==> src/rtl/coin_start_sequencer.sv <==
// Frame-timed coin/start sequencer: turns a 1P/2P start request into N coin
// pulses, a settle gap and a start pulse on the core's input switches.
module coin_start_sequencer #(
    parameter int unsigned COIN_FRAMES  = 3,
    parameter int unsigned GAP_FRAMES   = 4,
    parameter int unsigned START_FRAMES = 3
) (
    input  logic CLK,
    input  logic RESET,
    input  logic ENA_6,
    input  logic I_VBLANK,
    input  logic I_START1,
    input  logic I_START2,
    input  logic I_COIN,
    output logic O_COIN,
    output logic O_START1,
    output logic O_START2,
    output logic O_BUSY
);

    typedef enum logic [2:0] {
        IDLE,
        COIN_ON,
        COIN_GAP,
        START_ON,
        RELEASE
    } state_t;

    localparam logic [7:0] COIN_LD  = 8'(COIN_FRAMES);
    localparam logic [7:0] GAP_LD   = 8'(GAP_FRAMES);
    localparam logic [7:0] START_LD = 8'(START_FRAMES);

    state_t     state;
    logic [7:0] frame_cnt;
    logic [1:0] coins_left;
    logic [1:0] player;
    logic       vb_q;
    logic       s1_q;
    logic       s2_q;

    logic frame_tick;
    logic s1_rise;
    logic s2_rise;
    logic last_tick;

    assign frame_tick = I_VBLANK & ~vb_q;
    assign s1_rise    = I_START1 & ~s1_q;
    assign s2_rise    = I_START2 & ~s2_q;
    // A state ends on the tick that would take the counter from 1 to 0.
    assign last_tick  = frame_tick && (frame_cnt == 8'd1);

    always_ff @(posedge CLK or posedge RESET) begin
        if (RESET) begin
            state      <= IDLE;
            frame_cnt  <= '0;
            coins_left <= '0;
            player     <= '0;
            vb_q       <= 1'b0;
            s1_q       <= 1'b0;
            s2_q       <= 1'b0;
            O_COIN     <= 1'b0;
            O_START1   <= 1'b0;
            O_START2   <= 1'b0;
            O_BUSY     <= 1'b0;
        end else if (ENA_6) begin
            vb_q <= I_VBLANK;
            s1_q <= I_START1;
            s2_q <= I_START2;

            unique case (state)
                IDLE: begin
                    O_COIN <= I_COIN;
                    if (s2_rise) begin
                        player     <= 2'd2;
                        coins_left <= 2'd2;
                        frame_cnt  <= COIN_LD;
                        state      <= COIN_ON;
                        O_COIN     <= 1'b1;
                        O_BUSY     <= 1'b1;
                    end else if (s1_rise) begin
                        player     <= 2'd1;
                        coins_left <= 2'd1;
                        frame_cnt  <= COIN_LD;
                        state      <= COIN_ON;
                        O_COIN     <= 1'b1;
                        O_BUSY     <= 1'b1;
                    end
                end

                COIN_ON: begin
                    if (last_tick) begin
                        coins_left <= coins_left - 2'd1;
                        frame_cnt  <= GAP_LD;
                        state      <= COIN_GAP;
                        O_COIN     <= 1'b0;
                    end else if (frame_tick) begin
                        frame_cnt <= frame_cnt - 8'd1;
                    end
                end

                COIN_GAP: begin
                    if (last_tick) begin
                        if (coins_left != 2'd0) begin
                            frame_cnt <= COIN_LD;
                            state     <= COIN_ON;
                            O_COIN    <= 1'b1;
                        end else begin
                            frame_cnt <= START_LD;
                            state     <= START_ON;
                            O_START1  <= (player == 2'd1);
                            O_START2  <= (player == 2'd2);
                        end
                    end else if (frame_tick) begin
                        frame_cnt <= frame_cnt - 8'd1;
                    end
                end

                START_ON: begin
                    if (last_tick) begin
                        state    <= RELEASE;
                        O_START1 <= 1'b0;
                        O_START2 <= 1'b0;
                    end else if (frame_tick) begin
                        frame_cnt <= frame_cnt - 8'd1;
                    end
                end

                RELEASE: begin
                    // Wait for every start key to be let go so a held key cannot re-trigger.
                    if (!I_START1 && !I_START2) begin
                        state  <= IDLE;
                        O_BUSY <= 1'b0;
                    end
                end

                default: begin
                    state    <= IDLE;
                    O_COIN   <= 1'b0;
                    O_START1 <= 1'b0;
                    O_START2 <= 1'b0;
                    O_BUSY   <= 1'b0;
                end
            endcase
        end
    end

endmodule
==> config.mk <==
export PLATFORM = sky130hd
export DESIGN_NAME = coin_start_sequencer
export DESIGN_NICKNAME = d
export VERILOG_FILES = /design/src/rtl/coin_start_sequencer.sv
export SDC_FILE = /design/constraint.sdc
export NUM_CORES = 1
export LEC_CHECK = 0
export BUFFER_PORTS_ARGS = -buffer_cell sky130_fd_sc_hd__buf_4
export CAP_MARGIN = 5
export CORE_ASPECT_RATIO = 1.25
export CORE_MARGIN = 2
export CORE_UTILIZATION = 30
export CTS_CLUSTER_DIAMETER = 80
export DETAILED_ROUTE_END_ITERATION = 12
export PLACE_DENSITY = 0.5
export SLEW_MARGIN = 20
export SYNTH_ARGS = -nofsm -noshare
export SYNTH_HDL_FRONTEND = slang
export SYNTH_SLANG_ARGS = --single-unit
==> constraint.sdc <==
create_clock -name CLK -period 4.5 [get_ports CLK]
set_input_delay 0.675 -clock CLK [delete_from_list [all_inputs] [get_ports CLK]]
set_output_delay 0.675 -clock CLK [all_outputs]
set_load 0.01 [all_outputs]
* Word level (Yosys, flattened, before mapping) *
Cells that the tools add are included.

word-level totals
  flip-flop bits (word level) = 22
  input port bits = 7
  output and inout port bits = 4

operators by class
  add/subtract/negate cells = 2
  eq/ne operators = 15
  muxes and demuxes = 35
  bitwise operators = 9
  reductions and logical operators = 19

operators by type and width
  kind                                                                    count
  8-bit 2-to-1 mux                                                        6
  8-bit one-hot mux with 4 select lines                                   1
  3-bit 2-to-1 mux                                                        6
  3-bit one-hot mux with 5 select lines                                   1
  2-bit inequality test (second input constant)                           7
  1-bit 2-to-1 mux                                                        12
  4-bit AND reduction                                                     3
  5-bit AND reduction                                                     2
  1-bit one-hot mux with 3 select lines                                   3
  8-bit by 1-bit equality test with 1-bit output (second input constant)  1
  2-bit 2-to-1 mux                                                        4
  8-bit by 1-bit subtractor with 8-bit output (second input constant)     1
  3-bit by 2-bit equality test with 1-bit output (second input constant)  2
  1-bit NOT                                                               6
  6-bit AND reduction                                                     1
  2-bit nonzero test                                                      3
  3-bit OR reduction                                                      2
  1-bit one-hot mux with 4 select lines                                   1
  2-bit one-hot mux with 2 select lines                                   1
  4-bit nonzero test                                                      1
  1-bit bitwise AND                                                       3
  3-bit by 1-bit equality test with 1-bit output (second input constant)  1
  3-bit equality test (second input constant)                             1
  3-bit logical NOT                                                       1
  other kinds (8)                                                         10

* Logic depth before layout (Yosys ltp) *
Gate-level depths: netlist (run 1).

  depth in word-level cells = 5
  mapped depth = 7
  gate-level depth less buffers = 6

* Least setup slack after synthesis (run 1) *
Ideal clock, no wire load.

  path kind = input -> register
  start = input I_VBLANK
  end = register frame_cnt[0]
  setup time = 121 ps
  arrival = 1627 ps
  setup slack = 2752 ps
  stages = 5
  buffers on the path = 1
  path through = nor2b_1 and3_1 buf_2 a221o_1 a22o_1

on the way
  longest elaborated chain between the ends = 4
  elaborated cells on any way between the ends = 9

RTL lines
  element                                                                              RTL line  text
  start, declared                                                                      11        input logic I_VBLANK,
  1-bit bitwise AND *                                                                  46        assign frame_tick = I_VBLANK & ~vb_q;
  8-bit 2-to-1 mux / 1-bit logical AND (equally long branches)                         -
  8-bit 2-to-1 mux (tied with other cells)                                             -
  8-bit one-hot mux with 4 select lines / 4-bit AND reduction (equally long branches)  -
  end signal, assigned                                                                 97        frame_cnt <= frame_cnt - 8'd1;
  end signal, assigned                                                                 114       frame_cnt <= frame_cnt - 8'd1;
  end signal, assigned                                                                 124       frame_cnt <= frame_cnt - 8'd1;
  end, declared                                                                        34        logic [7:0] frame_cnt;

Every way passes the cells marked *; elsewhere a longest branch is shown, timed or not. The select of a mux whose other input is x is not followed.
A chain may end at the register's enable or synchronous reset.

* Worst setup path after layout (run 1) *
  start = register frame_cnt[1]
  end = register coins_left[0]

on the way
  longest elaborated chain between the ends = 4

RTL lines
  element                                         RTL line  text
  8-bit by 1-bit equality test with 1-bit output  50        assign last_tick = frame_tick && (frame_cnt == 8'd1);
  1-bit logical AND                               50
  2-bit inequality test (no source line)          -
  4-bit AND reduction (no source line)            -
  end signal, assigned                            92        coins_left <= coins_left - 2'd1;
  end, declared                                   35        logic [1:0] coins_left;

Every way passes these cells.

==> flow_metrics.py, run 1 <==
metrics = {
    "outcome": {
        "status": "finished, final reports clean",
    },
    "power_and_ir_drop": {
        "powerDensity_mw_per_mm2": 348.4,
        "pwr-share-comb_pct": 29.0,
        "power_frac_seq_pct": 48.5,
        "netSwitchingFraction_pct": 33.99,
        "power_leakage_nw": 0.6720,
        "ir_drop_uv": 152.1,
        "power_mw": 0.5592,
        "p_int_mw": 0.3691,
        "switchingPower_mw": 0.1901,
        "pwr-share-clk_pct": 22.5,
    },
    "critical_path": {
        "reg2regPathDepth": 6,
        "cp-start-kind": "register",
        "crit_chain": "inv_1, ha_1, nor4b_4, and3_1, mux2i_1, a22o_1",
        "r2r_slack_ns": 2.46,
        "critical_path_class": "reg -> reg",
        "crit_arrival_ns": 2.20,
        "crit_required_ns": 4.66,
        "end_kind": "register",
        "max_stage_delay_ns": 0.53,
        "path_max_fanout": 12,
        "cp_slowest_cell": "nor4b_4",
    },
    "detailed_routing": {
        "drtAntennaViolNets": 0,
        "drtIter0Drc": 63,
        "post_drt_wl_per_cell_um": 16.37,
        "vias_per_cell": 5.729,
        "first_pass_iters": 4,
        "vias": 1266,
        "finalWirelength_um": 3618,
        "drc": 0,
    },
    "cts": {
        "root_buffer": "clkbuf_8",
        "insertion_delay_ns": 0.26,
        "cts_hold_buf": 0,
        "clock_sinks": 22,
        "cts_resized": 0,
        "cts_htree_levels": 1,
        "cts_max_path_buffers": 2,
        "numCtsBuffers": 3,
        "cts_setup_buffers": 0,
        "cts.clk_slew.worst_paths_ns": 0.08,
        "cts_tree": "built",
    },
    "die": {
        "die_y_um": 82,
        "num_rows": 28,
        "die-area_mm2": 0.005445,
        "start_util_pct": 30.87,
        "coreArea_mm2": 0.004730,
        "die_w_um": 66.40,
        "io_pins": 11,
    },
    "sta": {
        "period_minus_slack_ns": 2.039,
        "hold_viol": 0,
        "tns_ns": 0,
        "slew_headroom_pct": 41.09,
        "worstMarginPinSlew_ns": 0.8826,
        "slew_violations": 0,
        "fin_skew_ns": 0.001594,
        "setup_viol": 0,
        "max_freq_ghz": 0.4904,
        "timing.final.crit_share_pct": 45.31,
        "rsz0062_at_grt": "no",
    },
    "logic_synthesis": {
        "syn_nets": 167,
        "synthFlopType": "dfrtp_1",
        "synth_top_area_share_pct": 37.70,
        "avgSynthCellArea_um2": 9.300,
        "synthArstFlopShare_pct": 100.0,
        "synth_area_leader_cell": "dfrtp_1",
        "synth-seq-cells": 22,
        "seq_area_frac_synth_pct": 37.70,
        "synth_edf_count": 0,
        "ys_warn_count": 0,
        "yosysUniqueCellTypes": 48,
        "ys_top_cells_by_area": "dfrtp_1 (38%), o21ai_0 (6.5%), mux2_2 (3.9%)",
        "synthCells": 157,
        "syn-cell-area_mm2": 0.001460,
    },
    "global_route": {
        "grt_overflow": 0,
        "antenna_found_initial": 0,
        "grt_pass1_wl_um": 6216,
        "grt_pass1_vias": 1215,
        "grt_max_degree": 23,
        "track_usage_pct": 14.92,
    },
    "placed_design": {
        "placed_cell_area_mm2": 0.001564,
        "dp.cells": 218,
        "portBuffers": 10,
        "gp_congestion": 0.7968,
        "hpwl_um": 2593,
    },
    "layout": {
        "finalInstanceArea_mm2": 0.001605,
        "drive_above_1_share_pct": 16.15,
        "synthToLayoutAreaGrowth_pct": 9.940,
        "fin_nets": 173,
        "insertedDiodeCount": 0,
        "layoutNonFillerInstCount": 221,
        "fillerInstances": 494,
        "final_core_util_pct": 33.94,
    },
    "hold_path": {
        "min_path_type": "reg -> reg",
        "hold_path_depth": 1,
    },
    "flow_run": {
        "cap_violations": 0,
    },
}
## worst max-delay path, delay by kind of cell (launching register included)
kind | cells | cell delay (ns)
AO/OA/AOI/OAI | 1 | 0.24
adder cells (fa/ha/maj) | 1 | 0.14
buffers and inverters | 1 | 0.08
flip-flops | 1 | 0.40
multiplexers | 1 | 0.13
AND/OR/NAND/NOR | 2 | 0.94
## cells by family (layout without fill, tap and decap cells)
| kind of cell | after synthesis | after routing | share of synthesized area (%) |
|---|---|---|---|
| DFF | 22 | 22 | 37.70 |
| and+or+nand+nor | 51 | 51 | 22.11 |
| buffers and inverters | 18 | 22 | 5.484 |
| AOI/OAI and AO/OA | 55 | 55 | 26.22 |
| muxes | 8 | 8 | 5.912 |
| adders and majority gates | 3 | 3 | 2.571 |
## cell usage after synthesis, drive strengths merged, types with 3 or more instances
library cell,instances
inv,9
dfrtp,22
nor2,6
ha,3
a21oi,4
mux2,5
buf,5
nand3,10
clkbuf,4
mux2i,3
nand2,9
a41oi,3
nor2b,3
nand2b,7
a31oi,3
o21ai,19
nand4,3
o311ai,4
o211ai,4
## registers in the layout, indices dropped and copies added, names as in the netlist
register,cells
frame_cnt,8
state,3
coins_left,2
player,2
O_BUSY,1
O_COIN,1
O_START1,1
O_START2,1
s1_q,1
s2_q,1
vb_q,1
## cells in the final DEF, fill, tap and decap left out, types with 2 or more instances in the layout
cell type	instances
nand2b_1	7
o211ai_1	4
mux2i_1	3
a2bb2oi_1	2
nand3_2	2
nor2_1	6
a31oi_1	3
nand2_1	9
inv_1	9
a21oi_1	4
o311ai_1	4
mux2_2	5
o21ai_0	19
dfrtp_1	22
nor2b_1	3
a22o_1	2
a221o_1	2
a41oi_1	3
o221ai_1	2
ha_1	3
nand4_1	3
clkbuf_8	3
buf_4	10
nand3_1	8
## metrics by stage
step	hold WS, ns	worst slack, ns
3_5_place_dp	0.4896	2.177
3_3_place_gp	0.4828	2.251
6_report	0.5071	2.461
4_1_cts	0.5131	2.452
5_1_grt	0.5323	2.204
2_1_floorplan	0.4639	2.752
## path summary, 6_finish.rpt
| check | start | endpoint |
|---|---|---|
| min | O_BUSY$_DFFE_PP0P_ | O_BUSY$_DFFE_PP0P_ |
| max in group asynchronous | RESET | coins_left[0]$_DFFE_PP0P_ |
| min reg2reg | O_BUSY$_DFFE_PP0P_ | O_BUSY$_DFFE_PP0P_ |
| max | frame_cnt[1]$_DFFE_PP0P_ | coins_left[0]$_DFFE_PP0P_ |
| max reg2reg | frame_cnt[1]$_DFFE_PP0P_ | coins_left[0]$_DFFE_PP0P_ |
| min in group asynchronous | RESET | frame_cnt[6]$_DFFE_PP0P_ |
## power groups by stage
stage	combinational [mW]	sequential [mW]	clock, mW
after floorplan	0.131	0.262	0
after global placement	0.160	0.274	0
after detailed placement	0.162	0.274	0
after CTS	0.163	0.270	0.129
after global routing	0.182	0.278	0.140
final	0.162	0.271	0.126
## layer usage
layer / wire length (um) / global-route usage (%) / part of all wire [%] / vias to the layer above
met4: 64 / 6.122 / 1.8 / 0
met5: 0 / 0 / 0 / -
met1: 1635 / 19.95 / 45 / 622
met3: 141 / 2.329 / 3.9 / 6
li1: - / - / - / 606
met2: 1776 / 23.90 / 49 / 32
## cell type report
type | instances | area, um^2 | share of cell area (%)
Multi-Input combinational cell | 117 | 829.5 | 51.68
Sequential cell | 22 | 550.5 | 34.29
Timing Repair Buffer | 10 | 75.07 | 4.677
Tap cell | 60 | 75.07 | 4.677
Clock buffer | 3 | 41.29 | 2.572
Inverter | 9 | 33.78 | 2.104
No activity file was read; power rests on OpenSTA's default activity.
==> run 2: changes to the inputs <==
==> constraint.sdc (replaced) <==
create_clock -name CLK -period 2 [get_ports CLK]
set_input_delay 0.3 -clock CLK [delete_from_list [all_inputs] [get_ports CLK]]
set_output_delay 0.3 -clock CLK [all_outputs]
set_load 0.01 [all_outputs]
==> flow_metrics.py, run 2 (same netlist as run 1, synthesis figures left out) <==
metrics = {
    "cts": {
        "insertion_delay_ns": 0.26,
        "numCtsBuffers": 3,
        "cts_tree": "built",
        "root_buffer": "clkbuf_8",
        "cts_hold_buf": 0,
        "cts_setup_buffers": 0,
        "cts.clk_slew.worst_paths_ns": 0.08,
        "clock_sinks": 22,
        "cts_htree_levels": 1,
        "cts_max_path_buffers": 2,
        "cts_resized": 0,
    },
    "layout": {
        "layoutNonFillerInstCount": 229,
        "largest-register": "frame_cnt",
        "largest_reg_flops": 8,
        "synthToLayoutAreaGrowth_pct": 14.05,
        "reg_top3": "frame_cnt (8), state (3)",
        "final_common_cell": "dfrtp_1",
        "seqCellArea_um2": 550.5,
        "final_cell_mix": "dfrtp_1 (22), o21ai_0 (19), buf_4 (18)",
        "final_core_util_pct": 35.21,
        "insertedDiodeCount": 0,
        "fillerInstances": 523,
        "drive_above_1_share_pct": 20.12,
        "multi_input_area_um2": 829.5,
        "fin_nets": 181,
    },
    "placed_design": {
        "portBuffers": 10,
        "gp_congestion": 0.8278,
        "dp.cells": 224,
        "hpwl_um": 2702,
    },
    "sta": {
        "timing.final.crit_share_pct": 95.53,
        "setup_viol": 0,
        "period_minus_slack_ns": 1.911,
        "hold_viol": 0,
        "max_freq_ghz": 0.5234,
        "slew_violations": 0,
        "slew_headroom_pct": 55.73,
        "worstMarginPinSlew_ns": 0.6549,
        "fin_skew_ns": 0.002128,
    },
    "flow_run": {
        "cap_violations": 0,
    },
    "outcome": {
        "status": "finished, final reports clean",
    },
    "die": {
        "num_rows": 28,
        "die_w_um": 66.40,
        "coreArea_mm2": 0.004730,
        "io_pins": 11,
        "die-area_mm2": 0.005445,
        "start_util_pct": 30.87,
        "die_y_um": 82,
    },
    "critical_path": {
        "cp-start-kind": "register",
        "max_stage_delay_ns": 0.43,
        "crit_required_ns": 2.16,
        "path_max_fanout": 7,
        "cp_slowest_cell": "dfrtp_1",
        "path_buf_inv": 1,
        "end_kind": "register",
        "crit_chain": "ha_1, nor4b_4, buf_4, and3_1, a221o_1, a22o_1",
        "cp_top_family": "compound AO/OA/AOI/OAI gates",
        "crit_arrival_ns": 2.07,
        "critical_path_class": "reg -> reg",
    },
    "power_and_ir_drop": {
        "ir_drop_uv": 301.2,
        "pwr-share-clk_pct": 22.1,
        "power_frac_seq_pct": 48.1,
        "pwr-share-comb_pct": 29.8,
        "netSwitchingFraction_pct": 34.10,
        "switchingPower_mw": 0.4330,
        "powerDensity_mw_per_mm2": 762.5,
        "power_leakage_nw": 0.7134,
        "p_int_mw": 0.8367,
    },
    "detailed_routing": {
        "drc": 0,
        "first_pass_iters": 4,
        "post_drt_wl_per_cell_um": 16.00,
        "vias": 1300,
        "finalWirelength_um": 3664,
        "drtAntennaViolNets": 0,
        "vias_per_cell": 5.677,
        "drtIter0Drc": 70,
    },
    "global_route": {
        "antenna_found_initial": 0,
        "grt_pass1_vias": 1223,
        "track_usage_pct": 14.64,
        "grt_pass1_wl_um": 6154,
        "grt_max_degree": 23,
        "grt_overflow": 0,
    },
    "hold_path": {
        "min_path_type": "in -> async",
    },
}
run 2: cell count changes in the layout (fill, tap and decap cells not counted), sizes merged:
cell / delta
buf: +8
run 2: worst min-delay path, stage by stage:
cell and delay, ns:
buf_4 0.10, inv_1 0.04, buf_4 0.29
run 2: area by class of cell:
cell class | instances | area share (%)
multi-input combinational | 117 | 49.81
sequential | 22 | 33.06
timing repair buffer | 18 | 8.114
inverter | 9 | 2.029
clock buffer | 3 | 2.479
tap | 60 | 4.508
run 2: final timing paths:
kind	start	cells past startpoint	to	slack [ns]
worst min register to register	player[1]$_DFFE_PP0P_	2	player[1]$_DFFE_PP0P_	0.50
worst max register to register	frame_cnt[0]$_DFFE_PP0P_	6	frame_cnt[0]$_DFFE_PP0P_	0.09
min in group CLK	I_START2	2	s2_q$_DFFE_PP0P_	0.29
max in group asynchronous	RESET	3	s2_q$_DFFE_PP0P_	1.70
worst min-delay path	RESET	3	frame_cnt[6]$_DFFE_PP0P_	0.07
worst max-delay path	frame_cnt[0]$_DFFE_PP0P_	6	frame_cnt[0]$_DFFE_PP0P_	0.09
run 2: stage by stage:
stage | setup WS (ns) | hold slack (ns) | setup TNS, ns | total power, mW | cell area, um^2
4_1_cts | 0.03795 | 0.07965 | 0 | 1.285 | 1650
2_1_floorplan | 0.3018 | 0.2892 | 0 | 0.8833 | 1460
3_5_place_dp | 0.04838 | 0.3775 | 0 | 0.9944 | 1609
5_1_grt | -0.01815 | 0.08893 | -0.02776 | 1.352 | 1665
3_3_place_gp | 0.1496 | 0.3635 | 0 | 0.9916 | 1609
6_report | 0.08944 | 0.07295 | 0 | 1.270 | 1665
run 2: per-layer routing:
metal	up-vias	global-route usage [%]	wire (um)
li1	621	-	-
met3	6	2.055	146
met2	37	25.40	1846
met4	0	3.673	43
met1	636	19.04	1627
met5	-	0	0
run 2: power by group through the flow:
stage | clock network, mW | registers (mW) | logic [mW]
floorplan | 0 | 0.589 | 0.294
global placement | 0 | 0.616 | 0.376
detailed placement | 0 | 0.617 | 0.377
CTS | 0.295 | 0.610 | 0.379
global route | 0.308 | 0.622 | 0.422
finish | 0.280 | 0.611 | 0.378
==> run 3: changes to the inputs <==
--- a/config.mk
+++ b/config.mk
@@ -7,12 +7,15 @@
 export LEC_CHECK = 0
 export BUFFER_PORTS_ARGS = -buffer_cell sky130_fd_sc_hd__buf_4
 export CAP_MARGIN = 5
-export CORE_ASPECT_RATIO = 1.25
+export CELL_PAD_IN_SITES_DETAIL_PLACEMENT = 0
+export CELL_PAD_IN_SITES_GLOBAL_PLACEMENT = 1
+export CORE_ASPECT_RATIO = 0.8
 export CORE_MARGIN = 2
 export CORE_UTILIZATION = 30
 export CTS_CLUSTER_DIAMETER = 80
 export DETAILED_ROUTE_END_ITERATION = 12
-export PLACE_DENSITY = 0.5
+export GPL_ROUTABILITY_DRIVEN = 0
+export PLACE_DENSITY = 0.59
 export SLEW_MARGIN = 20
 export SYNTH_ARGS = -nofsm -noshare
 export SYNTH_HDL_FRONTEND = slang
==> flow_metrics.py, run 3 (same netlist as run 1, synthesis figures left out) <==
metrics = {
    "critical_path": {
        "path_max_fanout": 11,
        "end_kind": "register",
        "cp-start-kind": "register",
        "crit_arrival_ns": 1.96,
        "crit_required_ns": 2.15,
        "critical_path_class": "reg -> reg",
    },
    "global_route": {
        "top_usage_layer": "met1",
        "grt_use_met1_pct": 23.64,
        "grt_pass1_vias": 1282,
        "grt_max_degree": 23,
        "grtUsageMet3_pct": 4.098,
        "grt_pass1_wl_um": 6568,
        "antenna_found_initial": 0,
        "grt_overflow": 0,
        "grt_use_met2_pct": 23.17,
        "track_usage_pct": 15.98,
    },
    "sta": {
        "period_minus_slack_ns": 1.809,
        "hold_viol": 0,
        "slew_headroom_pct": 67.15,
        "fin_skew_ns": 0.001613,
        "setup_viol": 0,
        "slew_violations": 0,
        "max_freq_ghz": 0.5529,
        "rsz0062_at_grt": "no",
        "worstMarginPinSlew_ns": 0.4917,
        "timing.final.crit_share_pct": 90.43,
        "tns_ns": 0,
    },
    "die": {
        "io_pins": 11,
        "start_util_pct": 31.57,
        "num_rows": 22,
        "die_y_um": 66.40,
        "coreArea_mm2": 0.004624,
        "die_w_um": 82,
        "die-area_mm2": 0.005445,
    },
    "power_and_ir_drop": {
        "powerDensity_mw_per_mm2": 761.0,
        "p_int_mw": 0.8489,
        "ir_drop_uv": 310.5,
        "pwr-share-clk_pct": 21.7,
        "netSwitchingFraction_pct": 33.96,
        "switchingPower_mw": 0.4365,
        "power_frac_seq_pct": 46.6,
        "pwr-share-comb_pct": 31.7,
        "power_leakage_nw": 0.7268,
        "power_mw": 1.285,
    },
    "layout": {
        "multi_input_area_um2": 830.8,
        "seqCellArea_um2": 550.5,
        "drive_above_1_share_pct": 22.09,
        "largest-register": "frame_cnt",
        "fin_nets": 184,
        "fillerInstances": 491,
        "layoutNonFillerInstCount": 232,
        "reg_top3": "frame_cnt (8), state (3)",
        "final_cell_mix": "dfrtp_1 (22), buf_4 (21), o21ai_0 (18)",
        "synthToLayoutAreaGrowth_pct": 15.68,
        "final_common_cell": "dfrtp_1",
        "insertedDiodeCount": 0,
        "largest_reg_flops": 8,
    },
    "detailed_routing": {
        "drc": 0,
        "drtAntennaViolNets": 0,
        "drtIter0Drc": 95,
        "post_drt_wl_per_cell_um": 16.22,
        "finalWirelength_um": 3764,
        "first_pass_iters": 4,
        "vias": 1302,
        "vias_per_cell": 5.612,
    },
    "hold_path": {
        "min_path_type": "in -> async",
    },
    "placed_design": {
        "hpwl_um": 2835,
        "dp.cells": 229,
        "portBuffers": 10,
    },
    "cts": {
        "numCtsBuffers": 3,
        "cts_setup_buffers": 0,
        "cts_max_path_buffers": 2,
        "cts.clk_slew.worst_paths_ns": 0.08,
        "clock_sinks": 22,
        "cts_tree": "built",
        "cts_hold_buf": 0,
        "cts_htree_levels": 1,
        "cts_resized": 0,
        "insertion_delay_ns": 0.26,
        "root_buffer": "clkbuf_8",
    },
    "flow_run": {
        "cap_violations": 0,
    },
    "outcome": {
        "status": "finished, final reports clean",
    },
}
## run 3: worst max-delay path: stages, from the launching register on
cell     delay (ns)
dfrtp_1        0.45
nor3_4         0.44
and3_1         0.42
mux2i_1        0.14
a22o_1         0.25
## run 3: layer usage
layer / vias to the layer above / wire length (um)
li1: 633 / -
met1: 634 / 1891
met2: 33 / 1677
met3: 2 / 172
met4: 0 / 22
met5: - / 0
## run 3: worst paths after layout
path                                           from  slack [ns]  cells after the start                   endpoint
hold reg to reg                  O_BUSY$_DFFE_PP0P_        0.50                      1         O_BUSY$_DFFE_PP0P_
setup reg to reg           frame_cnt[2]$_DFFE_PP0P_        0.19                      4  coins_left[0]$_DFFE_PP0P_
max in group asynchronous                     RESET        1.69                      3   frame_cnt[2]$_DFFE_PP0P_
hold / removal                                RESET        0.08                      3       state[1]$_DFFE_PP0P_
setup / recovery           frame_cnt[2]$_DFFE_PP0P_        0.19                      4  coins_left[0]$_DFFE_PP0P_
min in group CLK                           I_START1        0.29                      2           s1_q$_DFFE_PP0P_
## run 3: layout make-up
class | count | share of cell area (%)
Clock buffer | 3 | 2.444
Inverter | 9 | 2.000
Multi-Input combinational cell | 117 | 49.19
Sequential cell | 22 | 32.59
Tap cell | 60 | 4.444
Timing Repair Buffer | 21 | 9.333
## run 3: power groups by stage
stage	Sequential (mW)	Combinational, mW	Clock, mW
floorplan	0.589	0.294	0
global placement	0.607	0.411	0
detailed placement	0.607	0.407	0
CTS	0.599	0.410	0.296
global route	0.614	0.454	0.316
finish	0.599	0.408	0.279
## run 3: stage by stage
| stage | worst slack [ns] | hold WS (ns) | cell area [um^2] | utilization (%) |
|---|---|---|---|---|
| after floorplan | 0.3018 | 0.2892 | 1460 | - |
| after global placement | 0.1839 | 0.3675 | 1647 | 35.61 |
| after detailed placement | 0.2205 | 0.3709 | 1647 | 35.61 |
| after CTS | 0.1911 | 0.08127 | 1688 | 36.50 |
| after global routing | 0.02495 | 0.09599 | 1689 | 36.53 |
| final | 0.1914 | 0.07748 | 1689 | 36.53 |
